==> config.mk <==
export PLATFORM = sky130hd
export DESIGN_NAME = uart_rx_fifo
export DESIGN_NICKNAME = d
export VERILOG_FILES = /design/src/rtl/uart_rx_fifo.sv
export SDC_FILE = /design/constraint.sdc
export NUM_CORES = 1
export LEC_CHECK = 0
export ABC_CLOCK_PERIOD_IN_PS = 2900
export BUFFER_PORTS_ARGS = -buffer_cell sky130_fd_sc_hd__buf_2
export CAP_MARGIN = 10
export CORE_ASPECT_RATIO = 0.6
export CORE_UTILIZATION = 46
export CTS_CLUSTER_DIAMETER = 50
export DETAILED_ROUTE_END_ITERATION = 8
export MAX_ROUTING_LAYER = met4
export PLACE_DENSITY = 0.74
export SLEW_MARGIN = 15
export SYNTH_ARGS = -nofsm -noshare
export SYNTH_HDL_FRONTEND = slang
export SYNTH_SLANG_ARGS = --single-unit
==> constraint.sdc <==
create_clock -name clk -period 2.9 [get_ports clk]
set_input_delay 0.145 -clock clk [delete_from_list [all_inputs] [get_ports clk]]
set_output_delay 0.145 -clock clk [all_outputs]
set_load 0.1 [all_outputs]
==> src/rtl/uart_rx_fifo.sv <==
// uart_rx_fifo: UART receiver feeding a show-ahead FIFO; define UART_RX_PARITY_EN for an even-parity bit
module uart_rx_fifo #(
  parameter int CLKS_PER_BIT = 868,
  parameter int DATA_BITS    = 8,
  parameter int FIFO_DEPTH   = 4
) (
  input  logic                            clk,
  input  logic                            rst,
  input  logic                            UART_TXD_IN,
  input  logic                            rd_en,
  output logic [DATA_BITS-1:0]            rd_data,
  output logic                            empty,
  output logic                            full,
  output logic [$clog2(FIFO_DEPTH+1)-1:0] count,
  output logic                            frame_err,
  output logic                            overrun,
  output logic                            parity_err
);
  localparam int AW = $clog2(FIFO_DEPTH);
  localparam int CW = $clog2(FIFO_DEPTH+1);
  localparam logic [15:0] HALF_T = 16'(CLKS_PER_BIT/2 - 1);
  localparam logic [15:0] BIT_T  = 16'(CLKS_PER_BIT - 1);
  localparam logic [2:0]  LAST   = 3'(DATA_BITS - 1);
  typedef enum logic [2:0] {IDLE, START, DATA, PARITY, STOP} state_t;
  state_t state_q, state_d;
  logic [2:0] sync_q;
  logic [15:0] tmr_q, tmr_d;
  logic [2:0] bit_q, bit_d;
  logic [DATA_BITS-1:0] sh_q, sh_d;
  logic perr_q, perr_d;
  logic ferr_q, ovr_q;
  logic [DATA_BITS-1:0] mem_q [FIFO_DEPTH];
  logic [AW-1:0] wp_q, rp_q;
  logic [CW-1:0] cnt_q;
  logic rx, fall, tick, stop_hit, push, wr, rd;
  assign rx       = sync_q[1];
  assign fall     = sync_q[2] & ~sync_q[1];
  assign tick     = tmr_q == '0;
  assign stop_hit = state_q == STOP && tick;
  assign push     = stop_hit & rx & ~perr_q;
  assign empty    = cnt_q == '0;
  assign full     = cnt_q == CW'(FIFO_DEPTH);
  assign wr       = push & (~full | rd_en);
  assign rd       = rd_en & ~empty;
  assign count    = cnt_q;
  assign rd_data  = mem_q[rp_q];
  assign frame_err = ferr_q;
  assign overrun   = ovr_q;
  // next-state: every sample is taken when the down-counter reaches zero, then it is reloaded to one bit time
  always_comb begin
    state_d = state_q;
    tmr_d   = tmr_q - 16'd1;
    bit_d   = bit_q;
    sh_d    = sh_q;
    perr_d  = perr_q;
    case (state_q)
      IDLE: begin
        tmr_d  = HALF_T;
        bit_d  = '0;
        perr_d = 1'b0;
        if (fall) state_d = START;
      end
      START: if (tick) begin
        tmr_d   = BIT_T;
        state_d = rx ? IDLE : DATA;
      end
      DATA: if (tick) begin
        tmr_d = BIT_T;
        sh_d  = {rx, sh_q[DATA_BITS-1:1]};
        bit_d = bit_q + 3'd1;
`ifdef UART_RX_PARITY_EN
        if (bit_q == LAST) state_d = PARITY;
`else
        if (bit_q == LAST) state_d = STOP;
`endif
      end
      PARITY: if (tick) begin
        tmr_d   = BIT_T;
`ifdef UART_RX_PARITY_EN
        perr_d  = ^{rx, sh_q};
`endif
        state_d = STOP;
      end
      STOP: if (tick) state_d = IDLE;
      default: state_d = IDLE;
    endcase
  end
  // control state, synchroniser, FIFO bookkeeping and error pulses
  always_ff @(posedge clk) begin
    if (rst) begin
      state_q <= IDLE;
      sync_q  <= '1;
      ferr_q  <= 1'b0;
      ovr_q   <= 1'b0;
      wp_q    <= '0;
      rp_q    <= '0;
      cnt_q   <= '0;
    end else begin
      state_q <= state_d;
      sync_q  <= {sync_q[1:0], UART_TXD_IN};
      ferr_q  <= stop_hit & ~rx;
      ovr_q   <= push & full & ~rd_en;
      wp_q    <= wp_q + AW'(wr);
      rp_q    <= rp_q + AW'(rd);
      cnt_q   <= cnt_q + CW'(wr) - CW'(rd);
    end
  end
  // datapath: bit timer, shifter and storage need no reset since IDLE reloads them
  always_ff @(posedge clk) begin
    tmr_q  <= tmr_d;
    bit_q  <= bit_d;
    sh_q   <= sh_d;
    perr_q <= perr_d;
    if (wr) mem_q[wp_q] <= sh_q;
  end
`ifdef UART_RX_PARITY_EN
  logic pe_q;
  // parity error pulse lines up with the stop-bit sample, alongside any frame error
  always_ff @(posedge clk) pe_q <= rst ? 1'b0 : stop_hit & perr_q;
  assign parity_err = pe_q;
`else
  assign parity_err = 1'b0;
`endif
endmodule

=== Yosys cells after proc, flatten, opt, wreduce, memory -nomap -nowiden ===
Memory sizes are Yosys's and may differ from the RTL's. A register that Yosys moved wholly into a read port is not among the register bits.
Cells that the tools add are included.

* Flip-flop bits (word level): 42
* Word-level logic and storage cells: 65
* Output and inout bits: 16
* Memories kept: 1
* Bits of input ports: 4
* Memory bits (writable): 32

{| class="wikitable"
|+ Memory list
! memory !! depth !! bits a word !! rd ports !! clocked after memory_dff !! wr ports !! RTL line !! RTL
|-
| mem_q || 4 || 8 || 1 || 1 || 1 || 32 || <nowiki>logic [DATA_BITS-1:0] mem_q [FIFO_DEPTH];</nowiki>
|}

* Equality and inequality tests: 12
* Add/sub/neg operators: 6
* Reduce and logical (&&, ||, !) cells: 9
* Multiplexer cells: 15
* Bitwise gates (word level): 12

{| class="wikitable"
|+ Operator list
! operator !! count
|-
| $pmux 16 s2 || 1
|-
| $mux 3 || 7
|-
| $logic_not 16->1 || 1
|-
| $mux 16 || 1
|-
| $sub 16x1->16 const B || 1
|-
| $pmux 3 s5 || 1
|-
| $ne 2x2->1 const B || 6
|-
| $eq 3x3->1 const B || 3
|-
| $and 1x1->1 || 7
|-
| $eq 3x2->1 const B || 2
|-
| $logic_not 3->1 || 2
|-
| $pmux 3 s2 || 1
|-
| $reduce_and 6->1 || 1
|-
| $add 2x1->2 || 2
|-
| $mux 2 || 2
|-
| $not 1->1 || 4
|-
| $reduce_and 2->1 || 2
|-
| $add 3x1->3 || 1
|-
| $add 3x1->3 const B || 1
|-
| $eq 3x1->1 const B || 1
|-
| $reduce_or 3->1 || 1
|-
| $sub 3x1->3 || 1
|-
| $mux 1 || 2
|-
| $reduce_bool 2->1 || 1
|-
| 2 further kinds || 2
|}

=== Longest topological paths before layout ===
Gate-level depths: netlist of the first run.

* Depth in word-level cells: 6
* Gate-level depth with buffers: 12
* Depth with buffers taken out: 12

=== Worst setup path after synthesis of the first run ===
OpenSTA, ideal clock, no wires.

* Kind: reg2reg
* From: register cnt_q[1] (netlist: count[1])
* To: register cnt_q[2] (netlist: count[2])
* Path buffers: 0
* Arrival: 4.328 ns
* Clock period less this slack: 4.454 ns
* Required time: 2.773 ns
* Slack: -1.554 ns
* Library setup time: 0.127 ns
* Cell stages (with the launch flop): 10
* Cells stage by stage: dfxtp_1 > nor3_1 > nor2b_1 > ha_1 > inv_1 > ha_1 > inv_1 > fa_1 > xnor2_1 > nor2_1

* Elaborated cells on any way between the ends: 9
* Those cells by class: add/sub (2); eq/ne (1); bitwise (5); reduce/logical (1)

{| class="wikitable"
|+ RTL lines
! what !! RTL line !! RTL
|-
| from (decl) || 34 || <nowiki>logic [CW-1:0] cnt_q;</nowiki>
|-
| from (signal assigned) || 105 || <nowiki>cnt_q <= cnt_q + CW'(wr) - CW'(rd);</nowiki>
|-
| $logic_not 3->1 || 41 || <nowiki>assign empty = cnt_q == '0;</nowiki>
|-
| named net empty || 12 || <nowiki>output logic empty,</nowiki>
|-
| $not 1->1 || 44 || <nowiki>assign rd = rd_en & ~empty;</nowiki>
|-
| $and 1x1->1 || 44 ||
|-
| $sub 3x1->3 || 105 ||
|}

The timed path passes the listed nets, and every way through them passes these cells.
A chain may end at the register's enable or synchronous reset.

=== Worst setup path after layout of the first run ===
* From: register tmr_q[14]
* To: register cnt_q[2] (netlist: count[2])

* Word-level cells in the longest chain between the ends: 6

{| class="wikitable"
|+ RTL lines
! what !! RTL line !! RTL
|-
| from (decl) || 27 || <nowiki>logic [15:0] tmr_q, tmr_d;</nowiki>
|-
| from (signal assigned) || 110 || <nowiki>tmr_q <= tmr_d;</nowiki>
|-
| $logic_not 16->1 || 38 || <nowiki>assign tick = tmr_q == '0;</nowiki>
|-
| $logic_and 1x1->1 || 39 || <nowiki>assign stop_hit = state_q == STOP && tick;</nowiki>
|-
| $and 1x1->1 || 40 || <nowiki>assign push = stop_hit & rx & ~perr_q;</nowiki>
|-
| $and 1x1->1 || 43 || <nowiki>assign wr = push & (~full | rd_en);</nowiki>
|-
| $add 3x1->3 || 105 ||
|-
| $sub 3x1->3 || 105 ||
|}

Every way passes these cells.

==> out/results.md, run 1 <==
| Step | Quantity | Value |
| --- | --- | --- |
| clock tree | CTS clock-pin slew for the worst setup and hold paths | 0.07 ns |
| yosys | Number of distinct library cell variants in the gate-level netlist after synthesis | 47 |
| detailed routing | Wire length the detailed router placed on met1 | 2.79 mm |
| finish | Total inserted antenna cells | 0 |
| worst setup path | Critical path data required time | 3.12 ns |
| yosys | Ys async rst share | 0% |
| detailed routing | Average detailed-routed wire length per instance | 16.2 µm |
| yosys | Fraction of synthesized cell area taken by the top area cell type | 43.5% |
| detailed routing | Detailed router's first-iteration violation count | 106 |
| pwr | Highest ir drop seen on vdd | 0.00108 V |
| worst hold path | Path type of the worst min-delay path | input pin to register |
| global route | Number of global-route vias before repair | 1,709 |
| global route | Largest net degree at the start of global routing | 16 |
| worst setup path | Kind of launch point of the worst setup path | register |
| worst setup path | Start-to-end type of the worst setup path | register to register |
| timing | Worst setup skew after layout | 0.00470 ns |
| worst setup path | Standard cell with the maximum stage delay on the critical path | sky130_fd_sc_hd__nor4_1 |
| yosys | EDFF count, synth | 43 |
| floorplanning | Number of top-level design ports | 20 |
| yosys | Synth Cell Area | 0.00297 mm² |
| global route | Global router's overall resource usage | 18.3% |
| finish | Finished Core Util | 56.1% |
| worst setup path | Flop-to-flop setup slack | 0.46 ns |
| timing | Ratio of final minimum period to clock period | 84.1% |
| worst setup path | Number of cell instances on the worst register-to-register path | 10 |
| timing | Achievable frequency | 0.410 GHz |
| detailed routing | Count of nets left with antenna violations after detail routing | 0 |
| yosys | Leading cell type by number of instances after synthesis | sky130_fd_sc_hd__edfxtp_1 |
| worst setup path | Maximum cell stage delay along the critical path | 0.41 ns |
| finish | Count of placed standard cells in the final layout, fillers left out | 331 |
| floorplanning | Floorplan Core Area | 0.00617 mm² |
| timing | Accumulated negative setup slack | 0 ns |
| clock tree | Clock latency on the worst-skew pair | 0.34 ns |
| timing | Min Clock Period, post-route | 2.44 ns |
| detailed routing | DR pass1 iterations | 4 |
| clock tree | Maximum buffer depth of the clock tree | 2 |
| floorplanning | Starting density of the core | 48.2% |
| global route | Wire length of the first global-routing pass | 8.87 mm |
| job | Max-Cap Viols | 0 |
| pwr | Total power consumption of the routed design | 2.94 mW |
| detailed routing | Routed wl met3 | 201 µm |
| yosys | Primary flip-flop cell chosen by synthesis mapping | sky130_fd_sc_hd__edfxtp_1 |
| clock tree | Root buffer cell | sky130_fd_sc_hd__clkbuf_8 |
| floorplanning | Total die area | 0.00679 mm² |
| worst setup path | Ordered cell list for the critical path | nor4_1 -> and4_1 -> o211ai_4 -> ha_1 -> inv_1 -> ha_1 -> inv_1 -> fa_1 -> xnor2_1 -> nor2_1 |
| detailed routing | Number of vias in the routed layout | 1,769 |
| yosys | Sequential-to-total area share from yosys stat | 64.4% |
| yosys | Syn Inst Count | 211 |
| worst hold path | Worst Hold Path EP | count[1] |
| place | Number of instances in the placed design | 314 |
| timing | Unrepaired setup endpoints after global routing | no |
| timing | Number of pins exceeding their max-slew limit in the final report | 0 |
| global route | Total gr overflow | 0 |
| clock tree | H-tree depth | 3 |
| global route | Number of antenna violations at the first check in global routing | 0 |
| finish | Fraction of final layout cells sized beyond drive strength 1 | 27.1% |
| yosys | Most used standard cells in the synthesized netlist | sky130_fd_sc_hd__edfxtp_1 (43), sky130_fd_sc_hd__dfxtp_1 (31), sky130_fd_sc_hd__nor2_1 (20), sky130_fd_sc_hd__mux4_2 (8), sky130_fd_sc_hd__xor2_1 (8) |
| finish | Synth-to-layout area growth | 16.4% |
| yosys | Top cells by area in the synthesized netlist | sky130_fd_sc_hd__edfxtp_1 (43%), sky130_fd_sc_hd__dfxtp_1 (21%), sky130_fd_sc_hd__mux4_2 (6.1%) |
| yosys | YS warnings | 0 |
| timing | Max_slew headroom | 59.4% |
| timing | Total count of hold-check failures in the final report | 0 |
| pwr | Total leakage power | 1.24 nW |
| place | Post-detailed-placement half-perimeter wirelength | 3.76 mm |
| clock tree | Post-CTS setup buffers | 0 |
| floorplanning | Die extent in x | 106 µm |
| place | Global placement routability congestion | 0.844 |
| worst setup path | Worst setup startpoint | tmr_q[14] |
| worst setup path | Startpoint of the most critical register-to-register path | tmr_q[14] |
| worst hold path | Worst Hold Depth | 2 |
| detailed routing | Wire length on met2 | 2.31 mm |
| worst setup path | Maximum net fanout on the critical path | 5 |
| floorplanning | Chip Height | 64.2 µm |
| worst hold path | Worst Min Path Start | rst |
| finish | Post-layout net count | 254 |
| timing | Slew of the pin with the lowest slew margin | 0.608 ns |
| run status | Status | completed |
| yosys | Average footprint of a synthesized cell | 14.1 µm² |
| clock tree | Total number of clock tree sinks | 74 |
| detailed routing | Uppermost metal layer occupied by signal nets | met4 |
| yosys | Flop and latch count out of synthesis | 74 |
| detailed routing | Aggregate routed wire length | 5.35 mm |
| yosys | Cell taking the most area after synthesis | sky130_fd_sc_hd__edfxtp_1 |
| place | Buffers added on ports | 18 |
| clock tree | Clock tree from TritonCTS | built |
| yosys | Total nets after synthesis | 223 |
| detailed routing | Drt via density | 5.34 |
| pwr | Power density over the cells | 849 mW/mm² |
| detailed routing | Post-route DRC | 0 |
| worst setup path | Critical register-to-register path endpoint | count[2] |
| worst setup path | Data arrival time of the critical path | 2.66 ns |
| clock tree | Inserted Clock Buffers | 9 |
| worst setup path | Element type at the critical path end | register |
| timing | Final setup vio count | 0 |
| floorplanning | Number of rows in the core area | 22 |
[final cells by class]
cell class	count	area, µm²
timing repair buffer	26	153
tap	84	105
clock inverter	6	115
clock buffer	10	128
inverter	6	22.5
multi-input combinational	125	1020
fill	506	2710
sequential	74	1920
[metrics by stage]
stage          hold WS [ns]  worst slack, ns  instance area (µm²)
4_1_cts               0.140            0.451                 3460
3_3_place_gp          0.330            0.523                 3210
3_5_place_dp          0.338            0.465                 3210
6_report              0.147            0.462                 3460
2_1_floorplan         0.249            0.132                 2990
5_1_grt               0.168            0.248                 3460
[cell usage in the layout (no fill, tap or decap), drive strengths merged, types with 5 or more instances in the layout]
cell	Yosys	routed
and3	5	5
buf	2	25
clkbuf	4	10
dfxtp	31	31
edfxtp	43	43
ha	7	7
inv	6	6
mux4	8	8
nand2	5	5
nand3	5	5
nand4	5	5
nor2	20	20
nor3	6	6
o21ai	5	5
xnor2	5	5
xor2	8	8
[power breakdown]
part | internal (mW) | switching [mW]
registers | 1.13 | 0.0745
logic | 0.183 | 0.601
clock network | 0.575 | 0.370
[what timing repair did]
| item | 4_1_cts | 5_1_grt |
|---|---|---|
| resized for setup | 0 | 0 |
| hold buffers | 1 | 0 |
| setup endpoints to repair | 0 | 0 |
| hold endpoints to repair | 1 | 0 |
[worst max-delay path by stage]
stage,cells past startpoint,to
2_1_floorplan,9,count[2]
3_3_place_gp,11,count[2]
3_5_place_dp,12,count[2]
4_1_cts,12,count[2]
5_1_grt,12,count[2]
6_report,10,count[2]
[logic make-up after synthesis]
family / count (synthesis) / synth area share, %
and+or+nand+nor: 73 / 14.6
AOI/OAI and AO/OA: 20 / 5.01
DFF: 74 / 64.4
other: 1 / 0.126
buffers and inverters: 12 / 1.68
xor gates and xnor gates: 13 / 3.83
adders and majority gates: 8 / 3.62
muxes: 10 / 6.74
[routing by layer]
layer	vias to the layer above	track usage, %
li1	851	-
met2	32	25.5
met5	-	-
met3	5	5.20
met1	881	25.6
met4	0	6.25
[state kept, by name (all words and copies together) (netlist names)]
register / flops
overrun: 1
mem_q: 32
frame_err: 1
bit_q: 3
count: 3
sync_q: 3
sh_q: 8
tmr_q: 16
rp_q: 2
state_q: 3
wp_q: 2
[worst max-delay path, delay by kind of cell (launching register included)]
kind	cells	cell delay, ns
xor gates and xnor gates	1	0.16
AOI/OAI and AO/OA	1	0.12
DFF	1	0.34
adders and majority gates	3	0.79
and+or+nand+nor	3	0.81
buffers and inverters	2	0.10
(Power assumes the default switching activity.)
==> run 2, diff against run 1 <==
- ABC_CLOCK_PERIOD_IN_PS: 2900 -> 2200
- PLACE_DENSITY: 0.74 -> 0.77
- clock period: 2.9 -> 2.2 ns (I/O delays scaled with it)
==> out/results.md, run 2 (same netlist as run 1, synthesis figures left out) <==
| Step | Quantity | Value | Delta |
| --- | --- | --- | --- |
| timing | Unrepaired setup endpoints after global routing | yes |  |
| detailed routing | Drt via density | 5.15 | -3.7% |
| floorplanning | Starting density of the core | 48.2% | unchanged |
| timing | Ratio of final minimum period to clock period | 106% | +22 points |
| pwr | Highest ir drop seen on vdd | 0.00126 V | +17% |
| run status | Status | complete, but fails checks |  |
| worst setup path | Maximum cell stage delay along the critical path | 0.51 ns | +0.10 ns |
| detailed routing | Average detailed-routed wire length per instance | 15.5 µm | -4.1% |
| detailed routing | Count of nets left with antenna violations after detail routing | 0 | unchanged |
| global route | Wire length of the first global-routing pass | 9.38 mm | +5.8% |
| timing | Worst setup skew after layout | 0.0132 ns | +0.00847 ns |
| finish | Total inserted antenna cells | 0 | unchanged |
| worst setup path | Maximum net fanout on the critical path | 2 | -3 |
| timing | Slew of the pin with the lowest slew margin | 0.538 ns | -0.0704 ns |
| detailed routing | Number of vias in the routed layout | 1,817 | +2.7% |
| timing | Hold Slack | 0.110 ns | -0.0368 ns |
| clock tree | Clock latency on the worst-skew pair | 0.34 ns | about the same |
| run status | Violated checks | setup timing |  |
| pwr | Power density over the cells | 1030 mW/mm² | +21% |
| finish | Register with the most flip-flops | mem_q |  |
| floorplanning | Number of top-level design ports | 20 | unchanged |
| place | Buffers added on ports | 18 | unchanged |
| floorplanning | Total die area | 0.00679 mm² | unchanged |
| worst setup path | Kind of launch point of the worst setup path | register |  |
| floorplanning | Die extent in x | 106 µm | unchanged |
| worst setup path | Top cell by count, worst path | sky130_fd_sc_hd__inv_2 |  |
| clock tree | Root buffer cell | sky130_fd_sc_hd__clkbuf_8 |  |
| timing | Number of pins exceeding their max-slew limit in the final report | 0 | unchanged |
| timing | Max_slew headroom | 63.8% | +4.5 points |
| detailed routing | Post-route DRC | 0 | unchanged |
| finish | Finished Core Util | 59.2% | +3.1 points |
| timing | Total count of hold-check failures in the final report | 0 | unchanged |
| worst setup path | Start-to-end type of the worst setup path | register to register |  |
| pwr | Fraction of power consumed by combinational cells | 29.7% | +3.0 points |
| clock tree | H-tree depth | 3 | unchanged |
| worst setup path | Critical path data required time | 2.42 ns | -0.70 ns |
| job | Max-Cap Viols | 0 | unchanged |
| finish | Max FFs per register | 32 | unchanged |
| pwr | Sequential share of power | 41.5% | +0.4 points |
| global route | Number of antenna violations at the first check in global routing | 0 | unchanged |
| global route | Global router's overall resource usage | 18.9% | +0.67 points |
| pwr | Cell-internal power | 2.32 mW | +23% |
| worst setup path | WP buf/inv | 3 | +1 |
| finish | Fraction of final layout cells sized beyond drive strength 1 | 38.7% | +12 points |
| clock tree | Clock tree from TritonCTS | built |  |
| worst setup path | Family with the most delay on the worst path | adder cells |  |
| finish | Most common cell after layout, fill and taps aside | sky130_fd_sc_hd__edfxtp_1 |  |
| detailed routing | DR pass1 iterations | 4 | unchanged |
| worst setup path | Element type at the critical path end | register |  |
| worst setup path | Data arrival time of the critical path | 2.55 ns | -0.11 ns |
| worst hold path | Path type of the worst min-delay path | input pin to register |  |
| floorplanning | Chip Height | 64.2 µm | unchanged |
| timing | Achievable frequency | 0.429 GHz | +4.7% |
| finish | Post-layout net count | 276 | +8.7% |
| pwr | Clock power frac | 28.8% | -3.4 points |
| global route | Number of global-route vias before repair | 1,787 | +4.6% |
| clock tree | Total number of clock tree sinks | 74 | unchanged |
| clock tree | Maximum buffer depth of the clock tree | 2 | unchanged |
| timing | Accumulated negative setup slack | -0.218 ns | -0.218 ns |
| timing | Final worst setup slack | -0.129 ns | -0.590 ns |
| global route | Largest net degree at the start of global routing | 16 | unchanged |
| floorplanning | Number of rows in the core area | 22 | unchanged |
| timing | Final setup vio count | 2 | +2 |
| global route | Total gr overflow | 0 | unchanged |
| pwr | Net switching share of the total power | 38.3% | +2.7 points |
| finish | Largest registers | mem_q x32, tmr_q x16, sh_q x8 |  |
| finish | Synth-to-layout area growth | 23.0% |  |
| detailed routing | Aggregate routed wire length | 5.47 mm | +2.2% |
| floorplanning | Floorplan Core Area | 0.00617 mm² | unchanged |
| pwr | Total leakage power | 1.34 nW | +8.2% |
| worst setup path | Standard cell with the maximum stage delay on the critical path | sky130_fd_sc_hd__fa_2 |  |
| timing | Min Clock Period, post-route | 2.33 ns | -0.110 ns |
| finish | Commonest cells after routing, fill and taps aside | sky130_fd_sc_hd__edfxtp_1 (43), sky130_fd_sc_hd__buf_4 (29), sky130_fd_sc_hd__dfxtp_1 (26) |  |
| detailed routing | Detailed router's first-iteration violation count | 134 | +26% |
| clock tree | CTS clock-pin slew for the worst setup and hold paths | 0.08 ns | about the same |
| pwr | Total power consumption of the routed design | 3.77 mW | +28% |
| worst setup path | Ordered cell list for the critical path | inv_2 -> ha_4 -> nor3b_4 -> and4_4 -> o211ai_4 -> ha_1 -> inv_1 -> ha_2 -> inv_2 -> fa_2 -> nor2_1 |  |
| pwr | Sw Pwr | 1.44 mW | +38% |
| place | Global placement routability congestion | 0.863 | +2.2% |
| clock tree | Inserted Clock Buffers | 9 | unchanged |
| place | Post-detailed-placement half-perimeter wirelength | 3.79 mm | +0.68% |
-- run 2: area by class of cell --
class / count / area [µm²]
Inverter: 6 / 22.5
Clock inverter: 7 / 82.6
Sequential cell: 74 / 1930
Clock buffer: 9 / 124
Timing Repair Buffer: 48 / 318
Fill cell: 497 / 2510
Multi-Input combinational cell: 125 / 1070
Tap cell: 84 / 105
-- run 2: worst paths after layout --
check | startpoint | endpoint | slack [ns] | cells past startpoint
setup / recovery | tmr_q[1] | count[1] | -0.13 | 11
hold / removal | rst | count[1] | 0.11 | 2
setup reg to reg | tmr_q[1] | count[1] | -0.13 | 11
hold reg to reg | sync_q[0] | sync_q[1] | 0.43 | 1
-- run 2: power by group through the flow --
stage	clock (mW)	combinational, mW	sequential [mW]
detailed placement	0	1.10	1.59
finish	1.09	1.12	1.56
global route	1.16	1.18	1.57
CTS	1.11	1.10	1.56
floorplan	0	0.818	1.73
global placement	0	1.09	1.59
-- run 2: per-stage QoR --
step / instance area (µm²) / setup WS [ns] / std cells
after floorplan: 3010 / -0.439 / 211
after global placement: 3400 / -0.0805 / 336
after detailed placement: 3400 / -0.155 / 336
after CTS: 3640 / -0.0927 / 353
after global routing: 3650 / -0.233 / 353
final: 3650 / -0.129 / 353
-- run 2: metal layers --
metal  GRT usage [%]  part of all wire, %  vias up
met1            29.0                   52      867
met5               -                    0        -
met4            4.17                 0.38        0
met3            4.90                  6.0        2
met2            24.8                   42       54
li1                -                    -      894
-- run 2: what timing repair did --
item | in CTS | in global routing
hold buffers | 1 | 0
gates resized for setup | 11 | 1
buffers inserted | 0 | 0
pin swaps | 2 | 0
setup endpoints to repair | 2 | 2
hold endpoints to repair | 1 | 0
==> run 3, diff against run 2 <==
- CTS_CLUSTER_DIAMETER: 50 -> not set
- RECOVER_POWER: not set -> 100
==> out/results.md, run 3 (same netlist as run 1, synthesis figures left out) <==
| Step | Quantity | Value | Delta |
| --- | --- | --- | --- |
| worst setup path | Critical register-to-register path endpoint | count[1] |  |
| worst setup path | Ordered cell list for the critical path | inv_2 -> ha_4 -> nor3b_4 -> and4_4 -> o211ai_4 -> ha_1 -> inv_1 -> ha_2 -> inv_2 -> fa_2 -> nor2_1 |  |
| timing | Worst setup skew after layout | 0.0130 ns | -0.000123 ns |
| worst setup path | Startpoint of the most critical register-to-register path | tmr_q[1] |  |
| detailed routing | Count of nets left with antenna violations after detail routing | 0 | unchanged |
| clock tree | Maximum buffer depth of the clock tree | 2 | unchanged |
| clock tree | Post-CTS setup buffers | 0 | unchanged |
| timing | Total count of hold-check failures in the final report | 0 | unchanged |
| worst hold path | Worst Hold Depth | 2 | unchanged |
| pwr | Cell-internal power | 2.31 mW | -0.44% |
| finish | Largest registers | mem_q x32, tmr_q x16, sh_q x8 |  |
| clock tree | H-tree depth | 3 | unchanged |
| clock tree | Clock tree from TritonCTS | built |  |
| timing | Hold Slack | 0.110 ns | -0.000611 ns |
| pwr | Fraction of power consumed by combinational cells | 29.6% | about the same |
| global route | Wire length of the first global-routing pass | 9.38 mm | unchanged |
| pwr | Sw Pwr | 1.44 mW | about the same |
| finish | Register with the most flip-flops | mem_q |  |
| worst hold path | Path type of the worst min-delay path | input pin to register |  |
| pwr | Net switching share of the total power | 38.5% | +0.12 points |
| worst setup path | Maximum net fanout on the critical path | 2 | unchanged |
| detailed routing | Post-route DRC | 0 | unchanged |
| pwr | Power density over the cells | 1030 mW/mm² | +0.12% |
| global route | Number of global-route vias before repair | 1,787 | unchanged |
| floorplanning | Number of top-level design ports | 20 | unchanged |
| finish | Total inserted antenna cells | 0 | unchanged |
| global route | Total gr overflow | 0 | unchanged |
| place | Pre-CTS setup slack | -0.155 ns | unchanged |
| worst setup path | Kind of launch point of the worst setup path | register |  |
| floorplanning | Total die area | 0.00679 mm² | unchanged |
| global route | Number of antenna violations at the first check in global routing | 0 | unchanged |
| timing | Achievable frequency | 0.431 GHz | +0.36% |
| worst setup path | Top cell by count, worst path | sky130_fd_sc_hd__inv_2 |  |
| worst setup path | Number of cell instances on the worst register-to-register path | 11 | unchanged |
| job | Max-Cap Viols | 0 | unchanged |
| timing | Ratio of final minimum period to clock period | 105% | -0.38 points |
| finish | Commonest cells after routing, fill and taps aside | sky130_fd_sc_hd__edfxtp_1 (43), sky130_fd_sc_hd__buf_4 (28), sky130_fd_sc_hd__dfxtp_1 (27) |  |
| finish | Synth-to-layout area growth | 22.5% |  |
| pwr | Highest ir drop seen on vdd | 0.00126 V | -0.65% |
| detailed routing | Drt via density | 5.19 | +0.88% |
| timing | Final worst setup slack | -0.120 ns | +0.00837 ns |
| floorplanning | Starting density of the core | 48.2% | unchanged |
| finish | Most common cell after layout, fill and taps aside | sky130_fd_sc_hd__edfxtp_1 |  |
| timing | Slew of the pin with the lowest slew margin | 1.16 ns | +0.622 ns |
| floorplanning | Die extent in x | 106 µm | unchanged |
| worst setup path | Flop-to-flop setup slack | -0.12 ns | about the same |
| floorplanning | Number of rows in the core area | 22 | unchanged |
| global route | Global router's overall resource usage | 18.9% | unchanged |
| place | Post-detailed-placement half-perimeter wirelength | 3.79 mm | unchanged |
| worst hold path | Worst Min Path Start | rst |  |
| pwr | Sequential share of power | 41.5% | about the same |
| worst setup path | Standard cell with the maximum stage delay on the critical path | sky130_fd_sc_hd__fa_2 |  |
| worst setup path | Start-to-end type of the worst setup path | register to register |  |
| detailed routing | DR pass1 iterations | 6 | +2 |
| worst setup path | Data arrival time of the critical path | 2.54 ns | about the same |
| pwr | Total leakage power | 1.31 nW | -1.9% |
| floorplanning | Chip Height | 64.2 µm | unchanged |
| finish | Post-layout net count | 276 | unchanged |
| finish | Finished Core Util | 59.0% | -0.22 points |
| finish | Max FFs per register | 32 | unchanged |
| run status | Violated checks | setup timing |  |
| detailed routing | Detailed router's first-iteration violation count | 136 | +1.5% |
| worst setup path | Critical path data required time | 2.42 ns | about the same |
| worst hold path | Worst Hold Path EP | count[1] |  |
| worst setup path | Maximum cell stage delay along the critical path | 0.51 ns | about the same |
| finish | Fraction of final layout cells sized beyond drive strength 1 | 36.1% | -2.6 points |
| clock tree | Clock latency on the worst-skew pair | 0.34 ns | about the same |
| place | Global placement routability congestion | 0.863 | unchanged |
| run status | Status | complete, but fails checks |  |
| timing | Final setup vio count | 2 | unchanged |
| timing | Min Clock Period, post-route | 2.32 ns | -0.00837 ns |
| clock tree | Total number of clock tree sinks | 74 | unchanged |
| timing | Accumulated negative setup slack | -0.202 ns | +0.0160 ns |
| timing | Unrepaired setup endpoints after global routing | yes |  |
| global route | Largest net degree at the start of global routing | 16 | unchanged |
| worst setup path | Element type at the critical path end | register |  |
| worst setup path | WP buf/inv | 3 | unchanged |
| detailed routing | Number of vias in the routed layout | 1,833 | +0.88% |
| detailed routing | Aggregate routed wire length | 5.47 mm | about the same |
| timing | Max_slew headroom | 23.0% | -41 points |
| timing | Number of pins exceeding their max-slew limit in the final report | 0 | unchanged |
| worst setup path | Family with the most delay on the worst path | adder cells |  |
| clock tree | CTS clock-pin slew for the worst setup and hold paths | 0.08 ns | about the same |
| pwr | Clock power frac | 28.9% | about the same |
| place | Buffers added on ports | 18 | unchanged |
| clock tree | Inserted Clock Buffers | 9 | unchanged |
| clock tree | Root buffer cell | sky130_fd_sc_hd__clkbuf_8 |  |
| detailed routing | Average detailed-routed wire length per instance | 15.5 µm | about the same |
| floorplanning | Floorplan Core Area | 0.00617 mm² | unchanged |
==> run 3: per-stage QoR <==
stage                     total power [mW]  cell area (µm²)  instances
after CTS                             3.78             3640        353
after detailed placement              2.69             3400        336
final                                 3.76             3640        353
after global routing                  3.90             3640        353
after global placement                2.68             3400        336
after floorplan                       2.54             3010        211
==> run 3: what timing repair did <==
action | 4_1_cts | 5_1_grt
pin swaps | 2 | 0
hold buffers | 1 | 0
gates resized for setup | 11 | 1
endpoints found under the setup margin | 2 | 2
hold endpoints to repair | 1 | 0
==> run 3: worst max-delay path by stage <==
stage | startpoint | to | slack (ns) | depth (start not counted)
floorplan | count[2] | count[1] | -0.44 | 8
global placement | tmr_q[0] | count[1] | -0.08 | 11
detailed placement | tmr_q[0] | count[1] | -0.15 | 11
CTS | tmr_q[1] | count[1] | -0.09 | 11
global route | tmr_q[1] | count[1] | -0.23 | 11
finish | tmr_q[1] | count[1] | -0.12 | 11
==> run 3: power groups by stage <==
| stage | clock, mW | combinational, mW | sequential, mW |
|---|---|---|---|
| 3_5_place_dp | 0 | 1.10 | 1.59 |
| 2_1_floorplan | 0 | 0.818 | 1.73 |
| 4_1_cts | 1.11 | 1.10 | 1.56 |
| 6_report | 1.09 | 1.11 | 1.56 |
| 5_1_grt | 1.16 | 1.17 | 1.57 |
| 3_3_place_gp | 0 | 1.09 | 1.59 |
==> run 3: metal layers <==
layer / wire, µm / vias to the layer above / GRT usage, %
met5: 0 / - / -
met4: 21 / 0 / 4.17
met3: 297 / 2 / 4.90
met2: 2280 / 49 / 24.8
met1: 2870 / 887 / 29.0
li1: - / 895 / -
==> run 3: final cells by class <==
type                       count  area [µm²]
fill                         500        2530
sequential                    74        1920
multi-input combinational    125        1070
timing repair buffer          48         308
clock buffer                   9         124
tap                           84         105
clock inverter                 7        82.6
inverter                       6        22.5
